==> src/rtl/rob_retire_if.sv <==
// Allocation, completion and retire signal bundle for the reorder buffer.
// The slave side is the ROB; the master side is the rename/execute pipeline.
interface rob_retire_if #(
  parameter int unsigned PTR_W = 4
);
  logic             alloc_valid;
  logic [5:0]       alloc_phys_rd;
  logic [5:0]       alloc_old_phys_rd;
  logic [4:0]       alloc_arch_rd;
  logic             alloc_ready;
  logic [PTR_W-1:0] alloc_idx;
  logic             complete_valid;
  logic [5:0]       complete_phys_reg;
  logic             retire_valid;
  logic [5:0]       retire_phys_reg;
  logic [4:0]       retire_arch_reg;
  logic [5:0]       retire_new_phys_reg;
  logic [PTR_W:0]   rob_count;
  logic             rob_empty;

  modport master (
    output alloc_valid, alloc_phys_rd, alloc_old_phys_rd, alloc_arch_rd,
    output complete_valid, complete_phys_reg,
    input  alloc_ready, alloc_idx,
    input  retire_valid, retire_phys_reg, retire_arch_reg, retire_new_phys_reg,
    input  rob_count, rob_empty
  );

  modport slave (
    input  alloc_valid, alloc_phys_rd, alloc_old_phys_rd, alloc_arch_rd,
    input  complete_valid, complete_phys_reg,
    output alloc_ready, alloc_idx,
    output retire_valid, retire_phys_reg, retire_arch_reg, retire_new_phys_reg,
    output rob_count, rob_empty
  );
endinterface

==> src/rtl/rob_retire.sv <==
// In-order reorder buffer: allocates at tail, marks entries done on writeback,
// retires at most one completed head entry per cycle with a registered pulse.
module rob_retire #(
  parameter int unsigned ROB_DEPTH = 16,
  parameter int unsigned PTR_W     = 4
) (
  input  logic         clk,
  input  logic         reset_n,
  rob_retire_if.slave  bus
);
  localparam int unsigned CNT_W = PTR_W + 1;

  logic [ROB_DEPTH-1:0] valid_q;
  logic [ROB_DEPTH-1:0] done_q;
  logic [5:0]           phys_q [ROB_DEPTH];
  logic [5:0]           old_q  [ROB_DEPTH];
  logic [4:0]           arch_q [ROB_DEPTH];

  logic [PTR_W-1:0] head_q;
  logic [PTR_W-1:0] tail_q;
  logic [CNT_W-1:0] count_q;

  logic       retire_valid_q;
  logic [5:0] retire_phys_q;
  logic [4:0] retire_arch_q;
  logic [5:0] retire_new_phys_q;

  logic alloc_ready_c;
  logic alloc_fire_c;
  logic retire_fire_c;

  // Full blocks allocation even when the head retires this cycle.
  assign alloc_ready_c = (count_q < CNT_W'(ROB_DEPTH));
  assign alloc_fire_c  = bus.alloc_valid & alloc_ready_c;
  assign retire_fire_c = valid_q[head_q] & done_q[head_q];

  assign bus.alloc_ready         = alloc_ready_c;
  assign bus.alloc_idx           = tail_q;
  assign bus.rob_count           = count_q;
  assign bus.rob_empty           = (count_q == '0);
  assign bus.retire_valid        = retire_valid_q;
  assign bus.retire_phys_reg     = retire_phys_q;
  assign bus.retire_arch_reg     = retire_arch_q;
  assign bus.retire_new_phys_reg = retire_new_phys_q;

  always_ff @(posedge clk) begin
    if (!reset_n) begin
      valid_q           <= '0;
      done_q            <= '0;
      head_q            <= '0;
      tail_q            <= '0;
      count_q           <= '0;
      retire_valid_q    <= 1'b0;
      retire_phys_q     <= '0;
      retire_arch_q     <= '0;
      retire_new_phys_q <= '0;
    end else begin
      retire_valid_q <= retire_fire_c;

      // Writeback matches only entries that were valid before this edge.
      for (int unsigned i = 0; i < ROB_DEPTH; i++) begin
        if (bus.complete_valid && valid_q[i] && (phys_q[i] == bus.complete_phys_reg)) begin
          done_q[i] <= 1'b1;
        end
      end

      if (retire_fire_c) begin
        retire_phys_q     <= old_q[head_q];
        retire_arch_q     <= arch_q[head_q];
        retire_new_phys_q <= phys_q[head_q];
        valid_q[head_q]   <= 1'b0;
        done_q[head_q]    <= 1'b0;
        head_q            <= head_q + PTR_W'(1);
      end

      if (alloc_fire_c) begin
        valid_q[tail_q] <= 1'b1;
        done_q[tail_q]  <= 1'b0;
        phys_q[tail_q]  <= bus.alloc_phys_rd;
        old_q[tail_q]   <= bus.alloc_old_phys_rd;
        arch_q[tail_q]  <= bus.alloc_arch_rd;
        tail_q          <= tail_q + PTR_W'(1);
      end

      case ({alloc_fire_c, retire_fire_c})
        2'b10:   count_q <= count_q + CNT_W'(1);
        2'b01:   count_q <= count_q - CNT_W'(1);
        default: count_q <= count_q;
      endcase
    end
  end
endmodule

==> src/flat_wrapper.sv <==
// flat-port wrapper written by rule: the top's interface ports become plain ports
module rob_retire_flat 
#(
  parameter int unsigned ROB_DEPTH = 16,
  parameter int unsigned PTR_W     = 4
)
  (clk, reset_n, bus_alloc_valid, bus_alloc_phys_rd, bus_alloc_old_phys_rd, bus_alloc_arch_rd, bus_complete_valid, bus_complete_phys_reg, bus_alloc_ready, bus_alloc_idx, bus_retire_valid, bus_retire_phys_reg, bus_retire_arch_reg, bus_retire_new_phys_reg, bus_rob_count, bus_rob_empty);
  rob_retire_if #(.PTR_W(PTR_W)) bus_i ();
  input  logic clk;
  input  logic reset_n;
  input wire logic [$bits(bus_i.alloc_valid)-1:0] bus_alloc_valid;
  input wire logic [$bits(bus_i.alloc_phys_rd)-1:0] bus_alloc_phys_rd;
  input wire logic [$bits(bus_i.alloc_old_phys_rd)-1:0] bus_alloc_old_phys_rd;
  input wire logic [$bits(bus_i.alloc_arch_rd)-1:0] bus_alloc_arch_rd;
  input wire logic [$bits(bus_i.complete_valid)-1:0] bus_complete_valid;
  input wire logic [$bits(bus_i.complete_phys_reg)-1:0] bus_complete_phys_reg;
  output wire logic [$bits(bus_i.alloc_ready)-1:0] bus_alloc_ready;
  output wire logic [$bits(bus_i.alloc_idx)-1:0] bus_alloc_idx;
  output wire logic [$bits(bus_i.retire_valid)-1:0] bus_retire_valid;
  output wire logic [$bits(bus_i.retire_phys_reg)-1:0] bus_retire_phys_reg;
  output wire logic [$bits(bus_i.retire_arch_reg)-1:0] bus_retire_arch_reg;
  output wire logic [$bits(bus_i.retire_new_phys_reg)-1:0] bus_retire_new_phys_reg;
  output wire logic [$bits(bus_i.rob_count)-1:0] bus_rob_count;
  output wire logic [$bits(bus_i.rob_empty)-1:0] bus_rob_empty;
  assign bus_i.alloc_valid = bus_alloc_valid;
  assign bus_i.alloc_phys_rd = bus_alloc_phys_rd;
  assign bus_i.alloc_old_phys_rd = bus_alloc_old_phys_rd;
  assign bus_i.alloc_arch_rd = bus_alloc_arch_rd;
  assign bus_i.complete_valid = bus_complete_valid;
  assign bus_i.complete_phys_reg = bus_complete_phys_reg;
  assign bus_alloc_ready = bus_i.alloc_ready;
  assign bus_alloc_idx = bus_i.alloc_idx;
  assign bus_retire_valid = bus_i.retire_valid;
  assign bus_retire_phys_reg = bus_i.retire_phys_reg;
  assign bus_retire_arch_reg = bus_i.retire_arch_reg;
  assign bus_retire_new_phys_reg = bus_i.retire_new_phys_reg;
  assign bus_rob_count = bus_i.rob_count;
  assign bus_rob_empty = bus_i.rob_empty;
  rob_retire #(.ROB_DEPTH(ROB_DEPTH), .PTR_W(PTR_W)) u_core (.clk(clk), .reset_n(reset_n), .bus(bus_i));
endmodule
==> config.mk <==
export PLATFORM = sky130hd
export DESIGN_NAME = rob_retire_flat
export DESIGN_NICKNAME = d
export VERILOG_FILES = /design/src/rtl/rob_retire_if.sv /design/src/rtl/rob_retire.sv /design/src/flat_wrapper.sv
export SDC_FILE = /design/constraint.sdc
export NUM_CORES = 1
export LEC_CHECK = 0
export BUFFER_PORTS_ARGS = -buffer_cell sky130_fd_sc_hd__clkbuf_2
export CORE_ASPECT_RATIO = 0.7
export CORE_UTILIZATION = 52
export CTS_CLUSTER_DIAMETER = 200
export DETAILED_ROUTE_END_ITERATION = 10
export HOLD_SLACK_MARGIN = 0.05
export PLACE_DENSITY = 0.69
export SETUP_SLACK_MARGIN = 0.1
export SYNTH_ARGS = -nofsm -noshare
export SYNTH_HDL_FRONTEND = slang
export SYNTH_SLANG_ARGS = --single-unit
==> constraint.sdc <==
create_clock -name clk -period 6.2 [get_ports clk]
set_input_delay 1.55 -clock clk [delete_from_list [all_inputs] [get_ports clk]]
set_output_delay 1.55 -clock clk [all_outputs]
set_load 0.02 [all_outputs]
==> results of run 1 <==
[cell type report]
cell class                      instances  area [sq um]
Fill cell                            2034         10900
Sequential cell                       335          9440
Multi-Input combinational cell        472          4700
Clock buffer                           34           787
Tap cell                              364           455
Timing Repair Buffer                   73           410
Clock inverter                         24           282
Inverter                                9          33.8
[layer usage]
metal | vias up | part of all wire [%] | track usage (%)
met5 | - | 0 | 0
met4 | 0 | 1.7 | 5.14
met3 | 47 | 14 | 11.0
met2 | 468 | 40 | 34.6
met1 | 4278 | 44 | 40.4
li1 | 3555 | - | -
[final timing paths]
path | from | endpoint | slack, ns | depth (start not counted)
worst max-delay path | u_core.head_q[0]$_SDFFE_PN0N_ | u_core.bus.rob_count[4]$_SDFFE_PN0P_ | 2.15 | 13
worst min-delay path | u_core.valid_q[1]$_SDFF_PN0_ | u_core.valid_q[1]$_SDFF_PN0_ | 0.48 | 2
worst max register to register | u_core.head_q[0]$_SDFFE_PN0N_ | u_core.bus.rob_count[4]$_SDFFE_PN0P_ | 2.15 | 13
worst min register to register | u_core.valid_q[1]$_SDFF_PN0_ | u_core.valid_q[1]$_SDFF_PN0_ | 0.48 | 2
[synth_stat cells, types with 2 or more instances]
cell type  count  share of area (%)
xnor2_1       65                4.0
and2_1         2              0.087
or4_1          3               0.16
nand2_1       29               0.76
nor3_1        21               0.73
edfxtp_1     272                 57
o31ai_1        3               0.16
xor2_1        37                2.3
clkbuf_1      35               0.91
mux4_2        93                 15
or3b_1         2               0.12
a22o_1         2               0.12
a2111oi_1      7               0.49
mux2i_1        2               0.14
a41oi_1       15               0.91
nor3b_1       12               0.63
buf_6          2               0.16
o21ai_1       19               0.66
dfxtp_1       63                8.8
inv_1          8               0.21
nand4_1        2              0.087
nor2_1        30               0.78
nand3_1       39                1.4
a21boi_1       2               0.10
nor2b_1        6               0.26
a2111oi_0      6               0.37
o22ai_1       14               0.61
buf_2         15               0.52
nand2b_1       4               0.17
a21oi_1       28               0.98
buf_1          2              0.052
ha_1          12                1.0
o21ai_0        4               0.14
[layout by cell type, fill, tap and decap left out, drive strengths merged, types with 12 or more instances in the layout]
master,n
nor3,22
nand3,39
xor2,37
clkinv,13
a21oi,28
o21ai,23
a2111oi,14
xnor2,65
a41oi,15
mux4,93
nand2,29
nor2,30
o22ai,14
ha,12
buf,18
dfxtp,63
edfxtp,272
clkbuf,89
nor3b,12
[cell families after synthesis]
| kind of cell | Yosys count |
|---|---|
| flip-flops | 335 |
| adder cells (fa/ha/maj) | 12 |
| buffers and inverters | 64 |
| AND/OR/NAND/NOR | 156 |
| XOR/XNOR | 102 |
| AO/OA/AOI/OAI | 107 |
| multiplexers | 95 |
[through the flow]
step	cell area, sq um	util, %	power, mW
after global placement	15000	55.8	2.68
after detailed placement	15000	55.8	2.68
after global routing	16100	59.7	4.77
final	16100	59.7	4.65
after floorplan	14400	-	2.60
after CTS	16100	59.7	4.66
[power by group through the flow]
stage / logic (mW) / clock network (mW) / registers (mW)
3_3_place_gp: 0.178 / 0 / 2.50
6_report: 0.185 / 2.01 / 2.46
5_1_grt: 0.197 / 2.12 / 2.46
4_1_cts: 0.181 / 2.03 / 2.46
2_1_floorplan: 0.0999 / 0 / 2.50
3_5_place_dp: 0.180 / 0 / 2.50
[critical path, delay by kind of cell, from the launching register on]
family                   cells  cell delay [ns]
AND/OR/NAND/NOR              4             0.78
adder cells (fa/ha/maj)      2             0.54
XOR/XNOR                     1             0.18
buffers and inverters        1             0.36
multiplexers                 1             0.60
AO/OA/AOI/OAI                4             0.66
flip-flops                   1             0.80
==> flow_metrics.tcl, run 1 <==
set metrics [dict create \
    drtIter0Drc 1110 \
    portBuffers 55 \
    synth_edf_count 272 \
    intPower_mw 3.66 \
    vias 8348 \
    crit_required_ns 6.71 \
    track_usage_pct 26.3 \
    power.density_mw_per_mm2 288 \
    synth_compound_area_share_pct 4.97 \
    p_sw_share_pct 21.1 \
    synth_top_family_by_area "multiplexers" \
    yosys.area_share.simple_pct 5.48 \
    initial_utilization_pct 53.3 \
    dp.cells 1253 \
    wl_per_cell_um 27.5 \
    cp_common_cell "ha_1" \
    antenna_found_initial 0 \
    crit_chain "mux4_2 -> a22o_1 -> nor2_2 -> buf_4 -> nor2_1 -> ha_1 -> xor2_1 -> ha_1 -> nand2b_1 -> a21boi_1 -> o21a_1 -> or4_1 -> a21oi_1" \
    cp.arrival_ns 4.55 \
    die_w_um 201 \
    crit_fanout 38 \
    cts_tree "built" \
    syn_to_final_growth_pct 12.1 \
    max_freq_ghz 0.247 \
    cts_buffers 31 \
    grt_pass1_wl_mm 54.0 \
    post-cts-setup-buffers 0 \
    cts.htree.levels 1 \
    core_sq_mm 0.0270 \
    setup_slack_ns 2.15 \
    die_y_um 141 \
    synth_seq_area_share_pct 65.6 \
    syn_nets 910 \
    synthesis.instances 871 \
    ir_drop_mv 0.194 \
    drv_slew 0 \
    min_period_ns 4.05 \
    cts_resized 0 \
    drive_gt1_share_pct 25.1 \
    power_frac_comb_pct 4.0 \
    synth_ff_type "edfxtp_1" \
    drt-total-wl_mm 36.0 \
    grt_setup_unrepaired "no" \
    pwr-share-seq_pct 52.8 \
    hold_slack_ns 0.481 \
    clk_latency_ns 0.58 \
    synth_xor_area_share_pct 6.22 \
    p_clk_share_pct 43.2 \
    synth-async-reset-ratio_pct 0 \
    num_rows 50 \
    path_class "reg2reg" \
    setup_viol 0 \
    period_share_pct 65.3 \
    hold_viol_final 0 \
    hold_path.class "reg2reg" \
    slew_headroom_pct 29.1 \
    p_sw_mw 0.983 \
    grt_start_max_net_pins 50 \
    cts_max_path_buffers 3 \
    cp_slowest_cell "dfxtp_4" \
    drt-pass1-iter-count 7 \
    drc 0 \
    dp_hpwl_mm 23.7 \
    avgSynthCellArea_sq_um 16.5 \
    synth_cell_types 48 \
    num-nets-final 961 \
    tns_ns 0 \
    synth_area_sq_mm 0.0144 \
    leakagePower_nw 4.95 \
    fin_cells 1311 \
    viasPerCell 6.37 \
    ys_warn_count 0 \
    gp_congestion 0.932 \
    cpPeakStageDelay_ns 0.80 \
    grt_pass1_vias 8105 \
    io_pins 56 \
    end_kind "flip-flop" \
    grt_remaining_overflow 0 \
    die_area_sq_mm 0.0283 \
    finClkSkew_ns 0.0151 \
    synth_seq_cells 335 \
    synth_adder_area_share_pct 1.05 \
    worst_pin_slew_ns 1.06 \
    preCtsSetupSlack_ns 2.19 \
    critPathLaunchType "flip-flop" \
    postCtsHoldBufs 0 \
    root_buffer "clkbuf_16" \
    outcome "finished, final reports clean" \
    antenna_left 0 \
    max_cap_viol_count 0 \
    path_clk_slew_ns 0.06 \
    largestRegisters "u_core.old_q: 96 flops, u_core.phys_q: 96 flops, u_core.arch_q: 80 flops" \
    cts.sinks 335 \
    antenna_cells 0 \
    muxShareOfSynthArea_pct 14.7 \
]
Power figures use the tool's default switching activity.
==> inputs of run 2 (changes only) <==
==> constraint.sdc (replaced) <==
create_clock -name clk -period 4.24 [get_ports clk]
set_input_delay 1.06 -clock clk [delete_from_list [all_inputs] [get_ports clk]]
set_output_delay 1.06 -clock clk [all_outputs]
set_load 0.02 [all_outputs]
==> flow_metrics.tcl, run 2 (synthesized netlist as in run 1, its figures left out) <==
set metrics [dict create \
    outcome "finished, final reports clean" \
    reg2reg_to "u_core.bus.rob_count[4]$_SDFFE_PN0P_" \
    multi_input_area_sq_mm 0.00470 \
    cts_max_path_buffers 3 \
    hold_slack_ns 0.479 \
    vias 8230 \
    dp_hpwl_mm 23.1 \
    drc 0 \
    crit_required_ns 4.67 \
    num-nets-final 970 \
    antenna_found_initial 0 \
    cts.sinks 335 \
    utilization_pct 60.2 \
    root_buffer "clkbuf_16" \
    crit_chain "mux4_2 -> nand2_1 -> and4_4 -> nor2_1 -> ha_1 -> xor2_1 -> ha_1 -> nand2b_1 -> a21boi_1 -> o21a_1 -> or4_1 -> a21oi_1" \
    fillers 1972 \
    postCtsHoldBufs 0 \
    die_y_um 141 \
    cts_tree "built" \
    grt_pass1_wl_mm 53.4 \
    drv_slew 0 \
    grt_setup_unrepaired "no" \
    layout_common_cells "edfxtp_1 (272), mux4_2 (93), xnor2_1 (65)" \
    io_pins 56 \
    final_common_cell "edfxtp_1" \
    gp_congestion 0.960 \
    cts_buffers 34 \
    slew_headroom_pct 34.4 \
    hold_depth 2 \
    hold_viol_final 0 \
    grt_start_max_net_pins 50 \
    portBuffers 55 \
    path_clk_slew_ns 0.06 \
    track_usage_pct 26.1 \
    ir_drop_mv 0.238 \
    drt-pass1-iter-count 6 \
    leakagePower_nw 5.03 \
    crit_fanout 24 \
    post-cts-setup-buffers 0 \
    min_to "u_core.bus.retire_new_phys_reg[2]$_SDFFE_PN0N_" \
    finClkSkew_ns 0.0132 \
    die_area_sq_mm 0.0283 \
    cp_common_cell "ha_1" \
    worst_pin_slew_ns 0.983 \
    rrSetupSlack_ns 0.73 \
    drive_gt1_share_pct 25.9 \
    power.density_mw_per_mm2 426 \
    drt-total-wl_mm 35.8 \
    cts.htree.levels 2 \
    max_cap_viol_count 0 \
    max_freq_ghz 0.285 \
    grt_pass1_vias 8047 \
    cp.arrival_ns 3.94 \
    cpPeakStageDelay_ns 0.55 \
    r2r_start "u_core.head_q[0]$_SDFFE_PN0N_" \
    min-delay-start "u_core.bus.retire_new_phys_reg[2]$_SDFFE_PN0N_" \
    setup_viol 0 \
    layout.area.seq_sq_mm 0.00944 \
    min_period_ns 3.51 \
    initial_utilization_pct 53.3 \
    tns_ns 0 \
    r2r_cells 12 \
    period_share_pct 82.7 \
    num_rows 50 \
    core_sq_mm 0.0270 \
    clk_latency_ns 0.52 \
    antenna_cells 0 \
    wl_per_cell_um 27.1 \
    critPathLaunchType "flip-flop" \
    largestRegisters "u_core.old_q: 96 flops, u_core.phys_q: 96 flops, u_core.arch_q: 80 flops" \
    hold_path.class "reg2reg" \
    path_class "reg2reg" \
    grt_remaining_overflow 0 \
    viasPerCell 6.24 \
    end_kind "flip-flop" \
    drtIter0Drc 1136 \
    cp_slowest_cell "mux4_2" \
    syn_to_final_growth_pct 13.0 \
    die_w_um 201 \
    antenna_left 0 \
    cts_resized 0 \
]
-- run 2: cell types whose count changed in the layout (fill, tap and decap cells not counted), sizes merged --
cell      previous run  this run
clkinvlp             4         1
bufinv               6         4
clkbuf              89        94
buf                 18        24
clkinv              13        15
-- run 2: per-stage QoR --
stage	cells	area [sq um]	setup slack, ns	power, mW
final	1319	16200	0.733	6.92
after global routing	1319	16200	0.521	7.11
after CTS	1319	16200	0.722	6.95
after detailed placement	1259	15100	0.735	3.92
after global placement	1259	15100	0.775	3.92
after floorplan	871	14400	0.701	3.81
-- run 2: layout make-up --
| cell class | count | area share (%) |
|---|---|---|
| clock buffers | 39 | 5.62 |
| flip-flops and latches | 335 | 58.1 |
| repair buffers | 79 | 2.88 |
| inverters | 9 | 0.208 |
| multi-input cells | 472 | 29.0 |
| clock inverters | 21 | 1.36 |
| well taps | 364 | 2.81 |
-- run 2: worst max-delay path by stage --
stage	start	endpoint	slack, ns
6_report	u_core.head_q[0]$_SDFFE_PN0N_	u_core.bus.rob_count[4]$_SDFFE_PN0P_	0.73
4_1_cts	u_core.head_q[0]$_SDFFE_PN0N_	u_core.bus.rob_count[4]$_SDFFE_PN0P_	0.72
5_1_grt	u_core.head_q[0]$_SDFFE_PN0N_	u_core.bus.rob_count[4]$_SDFFE_PN0P_	0.52
3_3_place_gp	u_core.head_q[0]$_SDFFE_PN0N_	u_core.bus.rob_count[4]$_SDFFE_PN0P_	0.77
3_5_place_dp	u_core.head_q[0]$_SDFFE_PN0N_	u_core.bus.rob_count[4]$_SDFFE_PN0P_	0.73
2_1_floorplan	u_core.head_q[0]$_SDFFE_PN0N_	u_core.bus.rob_count[4]$_SDFFE_PN0P_	0.70
-- run 2: critical path: cells and delay by family, from the launching register on --
family / cells / cell delay, ns
and+or+nand+nor: 5 / 1.27
AOI/OAI and AO/OA: 3 / 0.38
DFF: 1 / 0.52
xor gates and xnor gates: 1 / 0.18
muxes: 1 / 0.55
adders and majority gates: 2 / 0.52
-- run 2: power by group --
part,internal [mW],total [mW],switching (mW)
registers,3.57,3.59,0.0168
clock network,1.80,3.06,1.26
logic,0.0781,0.267,0.189
-- run 2: layer usage --
layer  up-vias  GRT usage (%)  share of wire [%]
li1       3560              -                  -
met1      4188           40.1                 46
met2       436           34.2                 39
met3        46           10.8                 13
met4         0           5.95                1.8
met5         -              0                  0
